### src/rtl/demux_scan_ctrl_pkg.sv
// Shared types and constants for the 1:4 demux scan controller.
// The SCAN_BLANK_EN build adds a BLANK state for break-before-make channel changes.
package demux_scan_pkg;

  localparam int NCH     = 4;
  localparam int SEL_W   = 2;
  localparam int DWELL_W = 4;

  typedef logic [DWELL_W-1:0] dwell_t;
  typedef logic [SEL_W-1:0]   sel_t;

  localparam dwell_t DWELL_ONE = {{(DWELL_W-1){1'b0}}, 1'b1};
  localparam sel_t   SEL_ONE   = {{(SEL_W-1){1'b0}}, 1'b1};
  localparam sel_t   LAST_CH   = {SEL_W{1'b1}};

`ifdef SCAN_BLANK_EN
  typedef enum logic [1:0] {IDLE = 2'd0, SCAN = 2'd1, DONE = 2'd2, BLANK = 2'd3} state_e;
`else
  typedef enum logic [1:0] {IDLE = 2'd0, SCAN = 2'd1, DONE = 2'd2} state_e;
`endif

  // A programmed dwell of zero still gives each channel one cycle.
  function automatic dwell_t dwell_coerce(input dwell_t v);
    return (v == '0) ? DWELL_ONE : v;
  endfunction

endpackage

### src/rtl/demux_scan_ctrl_dwell_cnt.sv
// Loadable dwell down-counter; tc_o flags the last cycle of a channel's dwell.
module demux_dwell_cnt
  import demux_scan_pkg::*;
(
  input  logic   clk,
  input  logic   rst_n,
  input  logic   load_i,
  input  logic   dec_i,
  input  dwell_t load_val_i,
  output logic   tc_o
);

  dwell_t cnt_q;

  // Load has priority; the count parks at zero rather than wrapping.
  always_ff @(posedge clk or negedge rst_n) begin
    if (!rst_n) begin
      cnt_q <= '0;
    end else if (load_i) begin
      cnt_q <= load_val_i;
    end else if (dec_i && (cnt_q != '0)) begin
      cnt_q <= cnt_q - DWELL_ONE;
    end else begin
      cnt_q <= cnt_q;
    end
  end

  assign tc_o = (cnt_q == DWELL_ONE);

endmodule

### src/rtl/demux_scan_ctrl.sv
// Steps a 1:4 demux select through channels 0..3, holding En/d for a dwell per channel.
// Optional macro SCAN_BLANK_EN inserts one blank (En=0) cycle between channels.
module demux_scan_ctrl
  import demux_scan_pkg::*;
(
  input  logic             clk,
  input  logic             rst_n,
  input  logic             start,
  input  logic [NCH-1:0]   pattern,
  input  logic [DWELL_W-1:0] dwell,
  output logic             busy,
  output logic             done,
  output logic             d,
  output logic             En,
  output logic [SEL_W-1:0] s
);

  state_e         state_q;
  sel_t           ch_q;
  logic [NCH-1:0] pat_q;
  dwell_t         dwell_q;
  logic           busy_q;
  logic           done_q;
  logic           d_q;
  logic           en_q;
  sel_t           s_q;

  logic   cnt_load_s;
  logic   cnt_dec_s;
  dwell_t cnt_val_s;
  logic   cnt_tc_s;
  sel_t   ch_next_s;

  assign ch_next_s = ch_q + SEL_ONE;

  // Counter control: reload on accept and at each channel boundary, else count down.
  always_comb begin
    cnt_load_s = 1'b0;
    cnt_dec_s  = 1'b0;
    cnt_val_s  = dwell_q;
    case (state_q)
      IDLE, DONE: begin
        cnt_load_s = start;
        cnt_val_s  = dwell_coerce(dwell);
      end
      SCAN: begin
        if (cnt_tc_s) begin
          cnt_load_s = 1'b1;
        end else begin
          cnt_dec_s = 1'b1;
        end
      end
      default: begin
        cnt_load_s = 1'b0;
      end
    endcase
  end

  demux_dwell_cnt u_dwell_cnt (
    .clk        (clk),
    .rst_n      (rst_n),
    .load_i     (cnt_load_s),
    .dec_i      (cnt_dec_s),
    .load_val_i (cnt_val_s),
    .tc_o       (cnt_tc_s)
  );

  // Scan FSM with all demux-facing outputs registered.
  always_ff @(posedge clk or negedge rst_n) begin
    if (!rst_n) begin
      state_q <= IDLE;
      ch_q    <= '0;
      pat_q   <= '0;
      dwell_q <= '0;
      busy_q  <= 1'b0;
      done_q  <= 1'b0;
      d_q     <= 1'b0;
      en_q    <= 1'b0;
      s_q     <= '0;
    end else begin
      case (state_q)
        IDLE, DONE: begin
          done_q <= 1'b0;
          if (start) begin
            pat_q   <= pattern;
            dwell_q <= dwell_coerce(dwell);
            ch_q    <= '0;
            s_q     <= '0;
            en_q    <= 1'b1;
            d_q     <= pattern[0];
            busy_q  <= 1'b1;
            state_q <= SCAN;
          end else begin
            en_q    <= 1'b0;
            d_q     <= 1'b0;
            busy_q  <= 1'b0;
            state_q <= IDLE;
          end
        end
        SCAN: begin
          if (cnt_tc_s) begin
            if (ch_q == LAST_CH) begin
              en_q    <= 1'b0;
              d_q     <= 1'b0;
              busy_q  <= 1'b0;
              done_q  <= 1'b1;
              state_q <= DONE;
            end else begin
              ch_q <= ch_next_s;
              s_q  <= ch_next_s;
`ifdef SCAN_BLANK_EN
              en_q    <= 1'b0;
              d_q     <= 1'b0;
              state_q <= BLANK;
`else
              d_q     <= pat_q[ch_next_s];
`endif
            end
          end
        end
`ifdef SCAN_BLANK_EN
        BLANK: begin
          en_q    <= 1'b1;
          d_q     <= pat_q[ch_q];
          state_q <= SCAN;
        end
`endif
        default: begin
          en_q    <= 1'b0;
          d_q     <= 1'b0;
          busy_q  <= 1'b0;
          done_q  <= 1'b0;
          state_q <= IDLE;
        end
      endcase
    end
  end

  assign busy = busy_q;
  assign done = done_q;
  assign d    = d_q;
  assign En   = en_q;
  assign s    = s_q;

endmodule

### config.mk
export PLATFORM = sky130hd
export DESIGN_NAME = demux_scan_ctrl
export DESIGN_NICKNAME = d
export VERILOG_FILES = /design/src/rtl/demux_scan_ctrl_pkg.sv /design/src/rtl/demux_scan_ctrl_dwell_cnt.sv /design/src/rtl/demux_scan_ctrl.sv
export SDC_FILE = /design/constraint.sdc
export NUM_CORES = 1
export LEC_CHECK = 0
export ABC_AREA = 1
export CORE_AREA = 8 8 65 67
export DETAILED_ROUTE_END_ITERATION = 8
export DIE_AREA = 0 0 73 75
export PLACE_DENSITY = 0.54
export SETUP_SLACK_MARGIN = 0.3
export SLEW_MARGIN = 30
export SYNTH_ARGS = -nofsm -noshare
export SYNTH_HDL_FRONTEND = slang
export SYNTH_SLANG_ARGS = --single-unit
### constraint.sdc
create_clock -name clk -period 2.47 [get_ports clk]
set_input_delay 0.494 -clock clk [delete_from_list [all_inputs] [get_ports clk]]
set_output_delay 0.494 -clock clk [all_outputs]
set_load 0.005 [all_outputs]
==> results of run 1 <==
area by class of cell:
cell class	count	area [um^2]	area share
clock buffers	4	36.3	0.0288
inverters	18	67.6	0.0536
multi-input cells	93	482	0.382
flip-flops and latches	18	450	0.357
well taps	46	57.6	0.0456
repair buffers	17	168	0.133
cell usage after synthesis:
cell      n  area share
a21oi_1   1      0.0049
a31oi_1   1      0.0061
buf_4     1      0.0073
buf_6     2       0.022
dfrtp_1  18        0.44
ha_1      4       0.049
inv_1    15       0.055
inv_2     3       0.011
nand2_1  46        0.17
nand2_2   2       0.012
nand2_4   2       0.022
nand3_1  10       0.049
nand3_2   1      0.0097
nand4_1   1      0.0061
nor2_1    5       0.018
nor2_2    1      0.0061
nor2_4    3       0.033
nor3b_1   1      0.0073
o21ai_0  12       0.058
o21ai_1   1      0.0049
or2_2     1      0.0061
xnor2_1   1      0.0085
worst reg2reg max path, cell delays in order (launching register included):
cell and delay [ns]:
dfrtp_1 0.41, inv_1 0.15, ha_1 0.16, nor3b_1 0.34
nor2_4 0.09, nor2_4 0.14, inv_2 0.06, nand2_1 0.07
nand2_1 0.05
power by group:
part	internal [W]	switching (W)
logic	0.0000155	0.0000108
registers	0.000294	0
clock network	0.0000898	0.0000920
layout by cell type (no fill, tap or decap), types with 2 or more instances in the layout:
cell / instances
clkdlybuf4s50_1: 16
nand3_1: 10
nand2_1: 46
clkbuf_4: 3
o21ai_0: 12
inv_1: 15
inv_2: 3
nor2_1: 5
nor2_4: 3
ha_1: 4
dfrtp_1: 18
nand2_2: 2
nand2_4: 2
registers in the layout, indices dropped and copies added, names as in the netlist:
register / cells
s: 2
pat_q: 4
d: 1
done: 1
En: 1
state_q: 1
u_dwell_cnt.cnt_q: 4
dwell_q: 4
final timing paths:
kind / slack (ns) / startpoint / endpoint / cells after the start
max in group asynchronous: 1.45 / rst_n / d / 2
min: 0.49 / u_dwell_cnt.cnt_q[1] / u_dwell_cnt.cnt_q[1] / 2
max reg2reg: 0.90 / u_dwell_cnt.cnt_q[0] / u_dwell_cnt.cnt_q[2] / 8
max: 0.69 / s[0] / s[0] / 1
min reg2reg: 0.49 / u_dwell_cnt.cnt_q[1] / u_dwell_cnt.cnt_q[1] / 2
min in group asynchronous: 0.51 / rst_n / dwell_q[0] / 1
kinds of logic (layout without fill, tap and decap cells):
logic type,after synthesis,count (layout),share of synthesized area
fa+ha+maj,4,4,0.0486
compound gates,15,15,0.0741
xor+xnor,1,1,0.00851
buf+inv,21,39,0.0948
flops,18,18,0.437
simple gates,73,73,0.337
through the flow:
step	total power [W]	hold WS, ns	utilization	setup slack (ns)
floorplan	0.000303	0.198	-	1.08
global placement	0.000327	0.465	0.379	0.830
detailed placement	0.000327	0.467	0.379	0.803
CTS	0.000514	0.496	0.390	0.664
global route	0.000526	0.509	0.390	0.595
finish	0.000503	0.493	0.390	0.690
per-layer routing:
| layer | vias to the layer above | global-route usage | wire length [um] | part of all wire |
|---|---|---|---|---|
| li1 | 447 | - | - | - |
| met1 | 375 | 0.105 | 1010 | 0.49 |
| met2 | 11 | 0.148 | 951 | 0.46 |
| met3 | 2 | 0.0160 | 67 | 0.032 |
| met4 | 0 | 0.0622 | 36 | 0.017 |
| met5 | - | 0 | 0 | 0 |
==> impl_results.md, run 1 <==
- Outcome: finished clean
- GR Util All Layers: 0.0900
- Post-DP HPWL: 1660 um
- Core Region: between 3000 and 4000 um^2
- Final Hold Viols: 0
- HP Class: register to register
- Buffers plus inverters on the worst setup path: 1
- Fillers: between 300 and 400
- Avg Cell Area, Syn: between 7 and 8 um^2
- # setup viols final: 0
- Mapped Cells: between 100 and 150
- Crit-path cells: clkdlybuf4s50_1
- Clock Skews: around 0.0043 ns
- Required time worst endpoint: roughly 2 ns
- Clk buf depth: 2
- Unrepaired setup endpoints after global routing: no
- CP delay by family, top: buffers and inverters
- Highest Clock Rate: approximately 0.56 GHz
- Total CTS buffers: 3
- Slowest stage delay, CP: 0.54 ns
- Clock sinks: 18
- Fin. max-slew vios: 0
- CP arrival: 1.29 ns
- First-pass GRT wire length: about 4000 um
- Crit. End Element: primary output
- Peak VDD IR: 258 uV
- Post_cts resized: 0
- Worst skew pair latency: a little under 0.3 ns
- Setup bufs post-CTS: 0
- Synth cell types: 22
- Initial antenna violation count: 0
- Vert. Die Dim: about 75 um
- TritonRoute pass-1 iters: 4
- DP Area: about 1200 um^2
- Sequential area share after synthesis: 0.437
- Yosys reg bits: 18
- Final Cell Area: between 1000 and 1500 um^2
- ANT cells: 0
- Vias per cell: between 4 and 5
- # IOs: 17
- Setup TNS: 0 ns
- Relative slew slack: 0.684
- Max cap viols: 0
- Crit share post-route: 0.720
- Share of cells above drive strength 1: 0.120
- Largest net degree at the start of global routing: 12
- Worst-margin pin slew: 0.472 ns
- Cts hold-fix bufs: 0
- Placement Rows: 21
- GPL Wtd Cong: 0.806
- Critical-path top delay cell: clkdlybuf4s50_1
- Syn-to-layout area delta: 22.5%
- Final nets: approximately 170
- Routed len/inst: approximately 11 um
- CTS tree: done
- WS Path Type: register to primary output
- Startpoint types: register
- Static Leak: about 0.63 nW
- Net Count, Synth: 147
- H-tree depth reported by CTS: 1
- Reg clk slew, reported paths: 0.11 ns
- Full die area: about 5500 um^2
- Period minus WS final: about 1.8 ns
- Iter 0 DRT Violations: 24
- Starting Density: 0.319
- Final wirelength: between 2000 and 2500 um
- Worst-path fanout max: 6
- Die width: between 70 and 80 um
- Mapped Area: 1030 um^2
- Port Buf Inserts: 16
- Vias in the first global route: just over 900
- Final Instance Count excl. Fillers: ~200
- Antenna viol nets, final: 0
- Via count: 835
- Yosys warns: 0
- Clock Tree Root: clkbuf_4
- Drt drc: 0
- Pwr dens: approximately 400 nW/um^2
- Grt ovf: 0
- Post-Place Cells: roughly 190
Power figures use the tool's default switching activity.
==> run 2, diff against run 1 <==
--- a/config.mk
+++ b/config.mk
@@ -9,7 +9,7 @@
 export CORE_AREA = 8 8 65 67
 export DETAILED_ROUTE_END_ITERATION = 8
 export DIE_AREA = 0 0 73 75
-export PLACE_DENSITY = 0.54
+export PLACE_DENSITY = 0.56
 export SETUP_SLACK_MARGIN = 0.3
 export SLEW_MARGIN = 30
 export SYNTH_ARGS = -nofsm -noshare
==> constraint.sdc (replaced) <==
create_clock -name clk -period 1.5 [get_ports clk]
set_input_delay 0.3 -clock clk [delete_from_list [all_inputs] [get_ports clk]]
set_output_delay 0.3 -clock clk [all_outputs]
set_load 0.005 [all_outputs]
==> run 2 against run 1 <==
Net effect: total power is 64% higher; first-iteration DRC count is 29% lower; via count is 5.5% higher; sequential cell count stayed put; critical path depth is 7 higher; sequential power is 65% higher; die area stayed put; worst hold slack worse by 0.17 ns; setup slack worse by 0.50 ns; register-to-register slack worse by 0.71 ns; cell count is 6.6% higher; cell area is 11% higher.
==> impl_results.md, run 2 (synthesis results as in run 1) <==
- Syn-to-layout area delta: 35.4%
- Outcome: finished clean
- Pwr Total: 0.000826 W
- Clk buf depth: 2
- Required time worst endpoint: about 1.7 ns
- GPL Wtd Cong: between 0.8 and 0.9
- Cts hold-fix bufs: 0
- Crit-path cells: inv_2 -> ha_1 -> nor3b_4 -> nor2_4 -> nor2_4 -> inv_2 -> nand2_1 -> nand2_1
- Vias per cell: ~4.2
- Slowest stage delay, CP: 0.42 ns
- Crit. Startpoint: u_dwell_cnt.cnt_q[0]
- Buffers plus inverters on the worst setup path: 2
- Via count: between 800 and 900
- Vias in the first global route: around 940
- Critical-path top delay cell: dfrtp_1
- FF/Latch Area: approximately 450 um^2
- Die width: 73 um
- Core Region: 3230 um^2
- Full die area: 5480 um^2
- Static Leak: 0.700 nW
- RR Startpoint: u_dwell_cnt.cnt_q[0]
- Port Buf Inserts: 16
- Unrepaired setup endpoints after global routing: yes
- # IOs: 17
- Iter 0 DRT Violations: 17
- Routed len/inst: 10.5 um
- Period minus WS final: roughly 1.3 ns
- Total CTS buffers: 3
- Worst Reg-to-Reg Cells: 8
- Clock Tree Root: clkbuf_4
- DP Area: roughly 1300 um^2
- Commonest non-fill, non-tap cells in the layout: nand2_1 (43), dfrtp_1 (16), o21ai_0 (12), buf_4 (12), inv_1 (11)
- Clock Skews: roughly 0.011 ns
- Worst-margin pin slew: about 0.24 ns
- First-pass GRT wire length: roughly 4000 um
- Highest Clock Rate: approximately 0.76 GHz
- # setup viols final: 0
- Most common cell after layout, fill and taps aside: nand2_1
- CP arrival: between 1.5 and 2 ns
- Crit. End Element: register
- CP delay by family, top: simple AND/OR/NAND/NOR gates
- Final Cell Area: roughly 1400 um^2
- Setup slack, reg-to-reg: 0.19 ns
- Crit path depth: 8
- Fillers: roughly 320
- Part of the power in registers: 0.587
- Post-DP HPWL: about 1600 um
- Crit share post-route: 0.874
- Grt ovf: 0
- Share of cells above drive strength 1: 0.319
- Worst skew pair latency: between 0.2 and 0.3 ns
- Final wirelength: 2190 um
- Clock sinks: 18
- Comb pwr share: 0.052
- Setup TNS: 0 ns
- Internal Power: 0.000658 W
- Max cap viols: 0
- Final nets: 179
- Pwr dens: 593 nW/um^2
- Placement Rows: 21
- Peak VDD IR: approximately 360 uV
- Relative slew slack: 0.841
- Post-Place Cells: slightly below 200
- ANT cells: 0
- Worst setup path end: u_dwell_cnt.cnt_q[0]
- Startpoint types: register
- Starting Density: 0.319
- Vert. Die Dim: around 75 um
- CTS tree: done
- Largest net degree at the start of global routing: 19
- Fin. max-slew vios: 0
- R2r endpoint: u_dwell_cnt.cnt_q[0]
- Final Instance Count excl. Fillers: between 200 and 250
- Util after Layout: 0.431
- Final Hold Viols: 0
- GR Util All Layers: 0.0908
- H-tree depth reported by CTS: 1
- TritonRoute pass-1 iters: 4
- Worst-path fanout max: 5
- Drt drc: 0
- P_sw: between 0.00015 and 0.0002 W
- WS Path Type: register to register
- HP Class: input port to asynchronous set/reset pin
- Area occupied by multi-input gates: around 530 um^2
- Reg clk slew, reported paths: approximately 0.11 ns
- Net Sw Frac: 0.203
- Leading registers by flop count: dwell_q: 4 flops, pat_q: 4 flops, u_dwell_cnt.cnt_q: 4 flops
- Initial antenna violation count: 0
- Antenna viol nets, final: 0
- Clk pwr share: 0.361
run 2: power by group through the flow:
stage	Clock [W]	Combinational, W	Sequential (W)
6_report	0.000298	0.0000429	0.000485
5_1_grt	0.000335	0.0000476	0.000485
4_1_cts	0.000312	0.0000444	0.000485
3_5_place_dp	0	0.0000441	0.000494
3_3_place_gp	0	0.0000445	0.000494
2_1_floorplan	0	0.00000420	0.000495
run 2: layer usage:
| layer | vias to the layer above | wire length, um | track usage |
|---|---|---|---|
| li1 | 472 | - | - |
| met1 | 397 | 1020 | 0.0991 |
| met2 | 10 | 1120 | 0.160 |
| met3 | 2 | 17 | 0.0120 |
| met4 | 0 | 42 | 0.0644 |
| met5 | - | 0 | 0 |
run 2: how the worst min path moves through the flow:
stage / endpoint / start / cells past startpoint / slack [ns]
4_1_cts: dwell_q[0] / rst_n / 2 / 0.33
3_5_place_dp: dwell_q[3] / dwell_q[3] / 2 / 0.48
5_1_grt: dwell_q[0] / rst_n / 2 / 0.33
6_report: u_dwell_cnt.cnt_q[3] / rst_n / 2 / 0.32
2_1_floorplan: En / rst_n / 0 / 0.004
3_3_place_gp: dwell_q[3] / dwell_q[3] / 2 / 0.47
run 2: what timing repair did:
action                                  in CTS  in global routing
buffers inserted                            10                  0
gates resized for setup                     31                  7
endpoints found under the setup margin      14                 11
pin swaps                                    5                  2
run 2: layout make-up:
class	instances	share of cell area
flip-flops and latches	18	0.325
inverters	18	0.0503
repair buffers	30	0.174
multi-input cells	93	0.383
clock buffers	4	0.0260
well taps	46	0.0413
run 2: per-stage QoR:
step | hold slack (ns) | setup WS (ns)
after floorplan | 0.00441 | 0.247
after global routing | 0.329 | 0.0972
final | 0.321 | 0.188
after detailed placement | 0.477 | 0.0776
after global placement | 0.470 | 0.0978
after CTS | 0.326 | 0.149
